===== config.mk =====
export PLATFORM = sky130hd
export DESIGN_NAME = pu_msp430_wakeup_ctrl
export DESIGN_NICKNAME = d
export VERILOG_FILES = /design/src/rtl/pu_msp430_wakeup_ctrl.sv
export SDC_FILE = /design/constraint.sdc
export NUM_CORES = 1
export LEC_CHECK = 0
export CORE_UTILIZATION = 49
export DETAILED_ROUTE_END_ITERATION = 8
export PLACE_DENSITY = 0.89
export SYNTH_ARGS = -nofsm -noshare
export SYNTH_HDL_FRONTEND = slang
export SYNTH_SLANG_ARGS = --single-unit

===== constraint.sdc =====
create_clock -name mclk -period 1.65 [get_ports mclk]
set_input_delay 0.33 -clock mclk [delete_from_list [all_inputs] [get_ports mclk]]
set_output_delay 0.33 -clock mclk [all_outputs]
set_load 0.01 [all_outputs]

===== src/rtl/pu_msp430_wakeup_ctrl.sv =====
// Wakeup controller for a bank of asynchronous wakeup capture cells.
// Synchronizes the cell flags and masks them. Picks the lowest pending
// index and hands it to the requester with a req/ack handshake. After the
// ack it pulses that cell's clear and waits for the flag to drop. A cell
// that never releases raises a sticky error.
module pu_msp430_wakeup_ctrl #(
  parameter int NSRC        = 8,
  parameter int SYNC_STAGES = 2,
  parameter int CLR_CYCLES  = 2,
  parameter int TMO_CYCLES  = 16,
  localparam int IDW        = (NSRC > 1) ? $clog2(NSRC) : 1
) (
  input  logic            mclk,
  input  logic            puc_rst,
  input  logic [NSRC-1:0] wkup_in,
  input  logic [NSRC-1:0] wkup_en,
  input  logic            wkup_ack,
  input  logic            err_clr,
  output logic [NSRC-1:0] wkup_clear,
  output logic            wkup_req,
  output logic [IDW-1:0]  wkup_id,
  output logic [NSRC-1:0] wkup_pend,
  output logic            wkup_err
);

  // Clear counter holds CLR_CYCLES-1 down to 0; timeout counter holds TMO_CYCLES.
  localparam int CCW = (CLR_CYCLES > 1) ? $clog2(CLR_CYCLES) : 1;
  localparam int TCW = $clog2(TMO_CYCLES + 1);

  typedef enum logic [1:0] {
    IDLE     = 2'd0,
    REQ      = 2'd1,
    CLEAR    = 2'd2,
    WAIT_LOW = 2'd3
  } state_t;

  state_t          state_q, state_d;
  logic            req_q, req_d;
  logic [IDW-1:0]  id_q, id_d;
  logic [NSRC-1:0] clear_q, clear_d;
  logic [CCW-1:0]  clr_cnt_q, clr_cnt_d;
  logic [TCW-1:0]  tmo_cnt_q, tmo_cnt_d;
  logic            err_q, err_d;
  logic            err_set;

  logic [NSRC-1:0] sync_q [SYNC_STAGES];
  logic [NSRC-1:0] sync_d [SYNC_STAGES];
  logic [NSRC-1:0] wkup_sync;

  logic [IDW-1:0]  sel;
  logic [NSRC-1:0] id_onehot;
  logic            pend_sel;
  logic            sync_sel;

  // Synchronizer chain: stage 0 samples the raw cell flags, each later stage
  // samples the one before it.
  always_comb begin
    sync_d[0] = wkup_in;
    for (int s = 1; s < SYNC_STAGES; s++) begin
      sync_d[s] = sync_q[s-1];
    end
  end

  // Synchronizer registers.
  always_ff @(posedge mclk) begin
    for (int s = 0; s < SYNC_STAGES; s++) begin
      if (puc_rst) begin
        sync_q[s] <= '0;
      end else begin
        sync_q[s] <= sync_d[s];
      end
    end
  end

  assign wkup_sync = sync_q[SYNC_STAGES-1];
  assign wkup_pend = wkup_sync & wkup_en;

  // Fixed-priority pick. Scanning from the top down lets the lowest index win.
  always_comb begin
    sel = '0;
    for (int i = NSRC - 1; i >= 0; i--) begin
      if (wkup_pend[i]) begin
        sel = IDW'(i);
      end
    end
  end

  // Selecting through a one-hot mask keeps index decode in range for any NSRC.
  assign id_onehot = NSRC'(1) << id_q;
  assign pend_sel  = |(wkup_pend & id_onehot);
  assign sync_sel  = |(wkup_sync & id_onehot);

  // Next-state and next-output logic for the handshake and clear sequencer.
  always_comb begin
    state_d   = state_q;
    req_d     = req_q;
    id_d      = id_q;
    clear_d   = clear_q;
    clr_cnt_d = clr_cnt_q;
    tmo_cnt_d = tmo_cnt_q;
    err_set   = 1'b0;

    case (state_q)
      IDLE: begin
        req_d   = 1'b0;
        clear_d = '0;
        if (|wkup_pend) begin
          id_d    = sel;
          req_d   = 1'b1;
          state_d = REQ;
        end
      end

      REQ: begin
        // An ack beats a withdrawal in the same cycle.
        if (wkup_ack) begin
          req_d     = 1'b0;
          clear_d   = id_onehot;
          clr_cnt_d = CCW'(CLR_CYCLES - 1);
          state_d   = CLEAR;
        end else if (!pend_sel) begin
          req_d   = 1'b0;
          state_d = IDLE;
        end
      end

      CLEAR: begin
        if (clr_cnt_q == '0) begin
          clear_d   = '0;
          tmo_cnt_d = TCW'(TMO_CYCLES);
          state_d   = WAIT_LOW;
        end else begin
          clr_cnt_d = clr_cnt_q - 1'b1;
        end
      end

      WAIT_LOW: begin
        // A cell still high after TMO_CYCLES checks is reported stuck.
        if (!sync_sel) begin
          state_d = IDLE;
        end else if (tmo_cnt_q <= TCW'(1)) begin
          tmo_cnt_d = '0;
          err_set   = 1'b1;
          state_d   = IDLE;
        end else begin
          tmo_cnt_d = tmo_cnt_q - 1'b1;
        end
      end

      default: begin
        req_d   = 1'b0;
        clear_d = '0;
        state_d = IDLE;
      end
    endcase

    // A new timeout takes priority over a simultaneous clear request.
    err_d = err_set | (err_q & ~err_clr);
  end

  // State, handshake, clear and error registers.
  always_ff @(posedge mclk) begin
    if (puc_rst) begin
      state_q   <= IDLE;
      req_q     <= 1'b0;
      id_q      <= '0;
      clear_q   <= '0;
      clr_cnt_q <= '0;
      tmo_cnt_q <= '0;
      err_q     <= 1'b0;
    end else begin
      state_q   <= state_d;
      req_q     <= req_d;
      id_q      <= id_d;
      clear_q   <= clear_d;
      clr_cnt_q <= clr_cnt_d;
      tmo_cnt_q <= tmo_cnt_d;
      err_q     <= err_d;
    end
  end

  assign wkup_clear = clear_q;
  assign wkup_req   = req_q;
  assign wkup_id    = id_q;
  assign wkup_err   = err_q;

endmodule


After elaboration in Yosys (flattened, before gate mapping)
Memory sizes are Yosys's and may differ from the RTL's.
Index checks and enable logic that the tools add are counted.
{"block": "classes", "n_addsub": 2, "multipliers": 0, "div": 0, "order_cmp": 1, "n_eq_ne": 9, "shift": 1, "mux": 37, "bitwise_logic": 8, "n_reduce_logical": 14}
{"operator": "8-bit 2-to-1 mux", "n": 4}
{"operator": "8-bit AND", "n": 3}
{"operator": "3-bit 2-to-1 mux", "n": 8}
{"operator": "8-bit case mux with 3 select lines", "n": 1}
{"operator": "8-bit OR reduction", "n": 3}
{"operator": "5-bit 2-to-1 mux", "n": 3}
{"operator": "2-bit 2-to-1 mux", "n": 6}
{"operator": "1-bit 2-to-1 mux", "n": 11}
{"operator": "5-bit case mux with 2 select lines", "n": 1}
{"operator": "2-bit inequality test (second input constant)", "n": 4}
{"operator": "2-bit case mux with 4 select lines", "n": 1}
{"operator": "1-bit by 3-bit << shifter with 8-bit output (first input constant)", "n": 1}
{"operator": "3-bit inequality test (second input constant)", "n": 2}
{"operator": "2-bit AND reduction", "n": 3}
{"operator": "3-bit AND reduction", "n": 2}
{"operator": "2-bit nonzero test", "n": 3}
{"operator": "5-bit by 1-bit less-or-equal comparator with 1-bit output (second input constant)", "n": 1}
{"operator": "5-bit by 1-bit subtractor with 5-bit output (second input constant)", "n": 1}
{"operator": "2-bit equality test (second input constant)", "n": 2}
{"operator": "1-bit case mux with 2 select lines", "n": 2}
{"operator": "4-bit AND reduction", "n": 1}
{"operator": "1-bit bitwise OR", "n": 3}
{"operator": "3-bit nonzero test", "n": 1}
{"operator": "2-bit by 1-bit equality test with 1-bit output (second input constant)", "n": 1}
{"operator": "4 further kinds", "n": 4}
{"block": "totals", "reg_bits": 21, "latch_bits": 0, "mem_bits_rw": 16, "mem_bits_ro": 0, "n_memories": 1}
{"memory": "sync_q", "depth": 2, "word_bits": 8, "read_ports": 2, "rd_ports_with_merged_regs": 0, "write_ports": 2, "line_no": "46", "rtl": "logic [NSRC-1:0] sync_q [SYNC_STAGES];"}

Depth between registers and ports, before layout
{"block": "depth", "ltp_word": 9, "depth_mapped": 7, "ltp_nobuf": 6}

Least setup slack after synthesis
No wires, ideal clock.
{"block": "synth_path", "path_kind": "register to register", "startpoint": "reg id_q[1] (netlist: wkup_id[1])", "endpoint": "reg tmo_cnt_q[1]", "setup_ps": 71, "arrival_time_ps": 1530, "required_ps": 1579, "setup_slack_ps": 49, "stages_incl_launch_ff": 8, "n_path_buf": 2, "cell_sequence": "dfxtp_1 > buf_6 > mux2_4 > o22ai_2 > nor3_2 > buf_6 > a211o_1 > a21oi_1"}
{"block": "synth_between", "elab_chain_cells": 5}
{"item": "start: declaration", "line_no": "39", "rtl": "logic [IDW-1:0] id_q, id_d;"}
{"item": "start signal: assignment", "line_no": "174", "rtl": "id_q <= id_d;"}
{"item": "1-bit by 3-bit << shifter with 8-bit output", "line_no": "89", "rtl": "assign id_onehot = NSRC'(1) << id_q;"}
{"item": "8-bit AND", "line_no": "91", "rtl": "assign sync_sel = |(wkup_sync & id_onehot);"}
{"item": "8-bit OR reduction", "line_no": "91"}
{"item": "2-bit inequality test (no source line)"}
{"item": "3-bit AND reduction (no source line)"}
{"item": "end signal: assignment", "line_no": "177", "rtl": "tmo_cnt_q <= tmo_cnt_d;"}
{"item": "end: declaration", "line_no": "42", "rtl": "logic [TCW-1:0] tmo_cnt_q, tmo_cnt_d;"}
Every way passes these cells.
A chain may end at the register's enable or synchronous reset.

Worst setup path after layout
{"block": "layout_path", "startpoint": "reg id_q[0] (netlist: wkup_id[0])", "endpoint": "reg tmo_cnt_q[0]"}
Same word-level chain as after synthesis.

==> results.toml <==
[detailed_routing]
drc = 0
drt_wl_total_um = 4920
dr.first_iter.drc_count = 174
via_per_inst = 5.68
routed-via-count = 1857
drt-pass1-iter-count = 4
drt.antenna.violating_nets = 0
wire_per_inst_um = 15.0

[global_route]
grt-ovfl-total = 0
grtUsageMet1_pct = 29.0
track_usage_pct = 25.1
top_usage_layer = "met2"
grt_antenna_before_repair = 0
grtUsageMet3_pct = 7.17
first_global_vias = 1778
grt_use_met2_pct = 43.0
grt_pass1_wl_um = 7720
grt_max_degree = 22

[sta]
worst_pin_slew_ps = 466
setup_viol = 0
hold_viol = 0
fmax_ghz = 0.613
rsz0062_at_grt = "true"
relSlewSlack_pct = 68.9
tns_ps = 0
maxSlewViolCount = 0
setup_slack_ps = 17.5
finalClockSkew_ps = 9.86
hold_ws_ps = 437
min_period_ps = 1630
timing.final.crit_share_pct = 98.9

[clock_network]
clk_latency_ps = 350
cts.sinks = 37
cts_tree = "yes"
htree_levels = 2
ctsHoldBuffers = 0
cts-root-buf = "clkbuf_4"
cts_buffers = 5
clk_pin_slew_ps = 120
clockBufferDepth = 2

[power_and_ir_drop]
p_comb_share_pct = 22.9
seqPwrFrac_pct = 46.0
p_leak_nw = 1.14
power_mw = 2.10
p_sw_mw = 0.598
intPower_mw = 1.50
powerDensity_mw_per_mm2 = 793
clkPwrFrac_pct = 31.0
irDropWorstVdd_mv = 0.703
swShare_pct = 28.5

[cells_and_area]
final_area_mm2 = 0.00265
fin_cells = 327
area_delta_synth_final_pct = 48.6
utilization_pct = 77.5
nNetsFinal = 302
n_antenna_cell = 0
drive_gt1_share_pct = 24.6

[synthesis]
synth.distinct_cells = 49
synth_seq_cells = 37
synth_top_area_cell = "dfxtp_1"
syn_inst = 206
post-synth-top-count-cell = "dfxtp_1"
ys_warn_count = 0
ys.flop_type = "dfxtp_1"
synth.top_cell.area_share_pct = 41.6
synth_nets = 228
yosysSeqAreaShare_pct = 41.6
synth_common_cells = "dfxtp_1 (37), nor2_1 (20), nor2b_1 (19)"
async_flop_share_pct = 0
syn_area_per_cell_um2 = 8.65
synth_edf_count = 0
syn_area_mm2 = 0.00178
synthTopCellsByArea = "dfxtp_1 (42%), nor2b_1 (6.7%), a21oi_1 (5.1%)"

[floorplanning]
die_area_mm2 = 0.00388
die_w_um = 62.3
die_h_um = 62.3
fp-row-count = 21
initial_core_util_pct = 52.2
io_pins = 41
core_mm2 = 0.00342

[critical_path]
crit_top_cell = "buf_6"
path_buf_inv = 2
critPathKind = "flop to flop"
crit_required_ps = 1930
r2r_slack_ps = 20
endpoint_kind = "flop"
start_kind = "flop"
worstPathCellList = "buf_6 -> or2b_4 -> o22ai_4 -> nor3_4 -> buf_6 -> nand2_4 -> a211oi_2"
crit_path_max_incr_delay_ps = 370
crit_fanout = 7
crit_slowest_cell = "dfxtp_2"
crit_arrival_ps = 1910
critical-path-top-delay-family = "simple AND/OR/NAND/NOR gates"

[run_status]
status = "complete, no violations"

[placed_design]
port_buffers = 40
post_dp_cell_area_mm2 = 0.00245
dp_slack_ps = -203
dp_hpwl_um = 3260
dp_cells = 315
gp_congestion = 0.889

[hold_path]
hp-class = "flop to flop"

[flow_run]
max_cap_violations = 0
## cell usage in the layout, fill, tap and decap left out, types with 2 or more instances in the layout
cell / Yosys / layout
o21ai_0: 3 / 3
o21a_1: 3 / 3
nand4_1: 3 / 3
dfxtp_1: 37 / 32
clkdlybuf4s50_1: 0 / 28
dfxtp_2: 0 / 5
mux2_4: 2 / 2
nand3_1: 2 / 2
inv_1: 9 / 9
nand2_1: 16 / 15
clkbuf_4: 0 / 5
nor2_1: 20 / 20
a211oi_2: 1 / 2
dlygate4sd2_1: 0 / 11
nand4b_1: 3 / 3
buf_6: 2 / 5
nor4_2: 0 / 2
a21oi_1: 18 / 18
nand3b_1: 4 / 4
ha_1: 2 / 2
a31oi_1: 2 / 2
buf_4: 0 / 33
and2_1: 5 / 5
nor2b_1: 19 / 18
a22oi_1: 4 / 4
nor3_1: 11 / 11
## worst paths after layout
check	start	endpoint	depth (start not counted)
hold / removal	sync_q[0][1]$_SDFF_PP0_	sync_q[1][1]$_SDFF_PP0_	1
setup / recovery	wkup_id[0]$_SDFFE_PP0P_	tmo_cnt_q[0]$_SDFFE_PP0P_	7
hold reg to reg	sync_q[0][1]$_SDFF_PP0_	sync_q[1][1]$_SDFF_PP0_	1
setup reg to reg	wkup_id[0]$_SDFFE_PP0P_	tmo_cnt_q[0]$_SDFFE_PP0P_	7
## power by group through the flow
| stage | clock [mW] | combinational, mW | sequential, mW |
|---|---|---|---|
| 2_1_floorplan | 0 | 0.218 | 0.981 |
| 3_3_place_gp | 0 | 0.402 | 0.980 |
| 3_5_place_dp | 0 | 0.413 | 0.982 |
| 4_1_cts | 0.644 | 0.428 | 0.962 |
| 5_1_grt | 0.707 | 0.514 | 0.971 |
| 6_report | 0.651 | 0.482 | 0.967 |
## cell type report
type / count / area, um^2
well taps: 46 / 57.6
multi-input cells: 148 / 1010
inverters: 9 / 33.8
flip-flops and latches: 37 / 747
fillers: 218 / 768
clock buffers: 5 / 37.5
repair buffers: 79 / 713
clock inverters: 3 / 46.3
## cell families (layout without fill, tap and decap cells)
group                    Yosys count  count (layout)  synth area share, %
adder cells (fa/ha/maj)            2               2                 1.40
multiplexers                       2               2                 1.69
buffers and inverters             21              96                 5.48
AND/OR/NAND/NOR                   94              94                 29.5
flip-flops                        37              37                 41.6
AO/OA/AOI/OAI                     50              50                 20.4
## metal layers
metal / wire length [um] / vias up
li1: - / 880
met1: 1980 / 862
met2: 2440 / 94
met3: 339 / 21
met4: 161 / 0
met5: 0 / -
## worst reg2reg max path: stages (launching register included)
cell      delay (ps)
dfxtp_2          370
buf_6            120
or2b_4           220
o22ai_4           80
nor3_4           330
buf_6            170
nand2_4           60
a211oi_2         220
## what timing repair did
item	in CTS	in global routing
pin swaps	2	7
setup buffers	2	2
setup endpoints to repair	20	15
resized for setup	20	14
## sequential cells by signal, indices dropped and copies added (netlist names), named ones only
name	count
wkup_id	3
wkup_req	1
wkup_err	1
clr_cnt_q	1
state_q	1
wkup_clear	8
sync_q	16
tmo_cnt_q	5
Note: power is estimated with default switching activity, not from simulation.
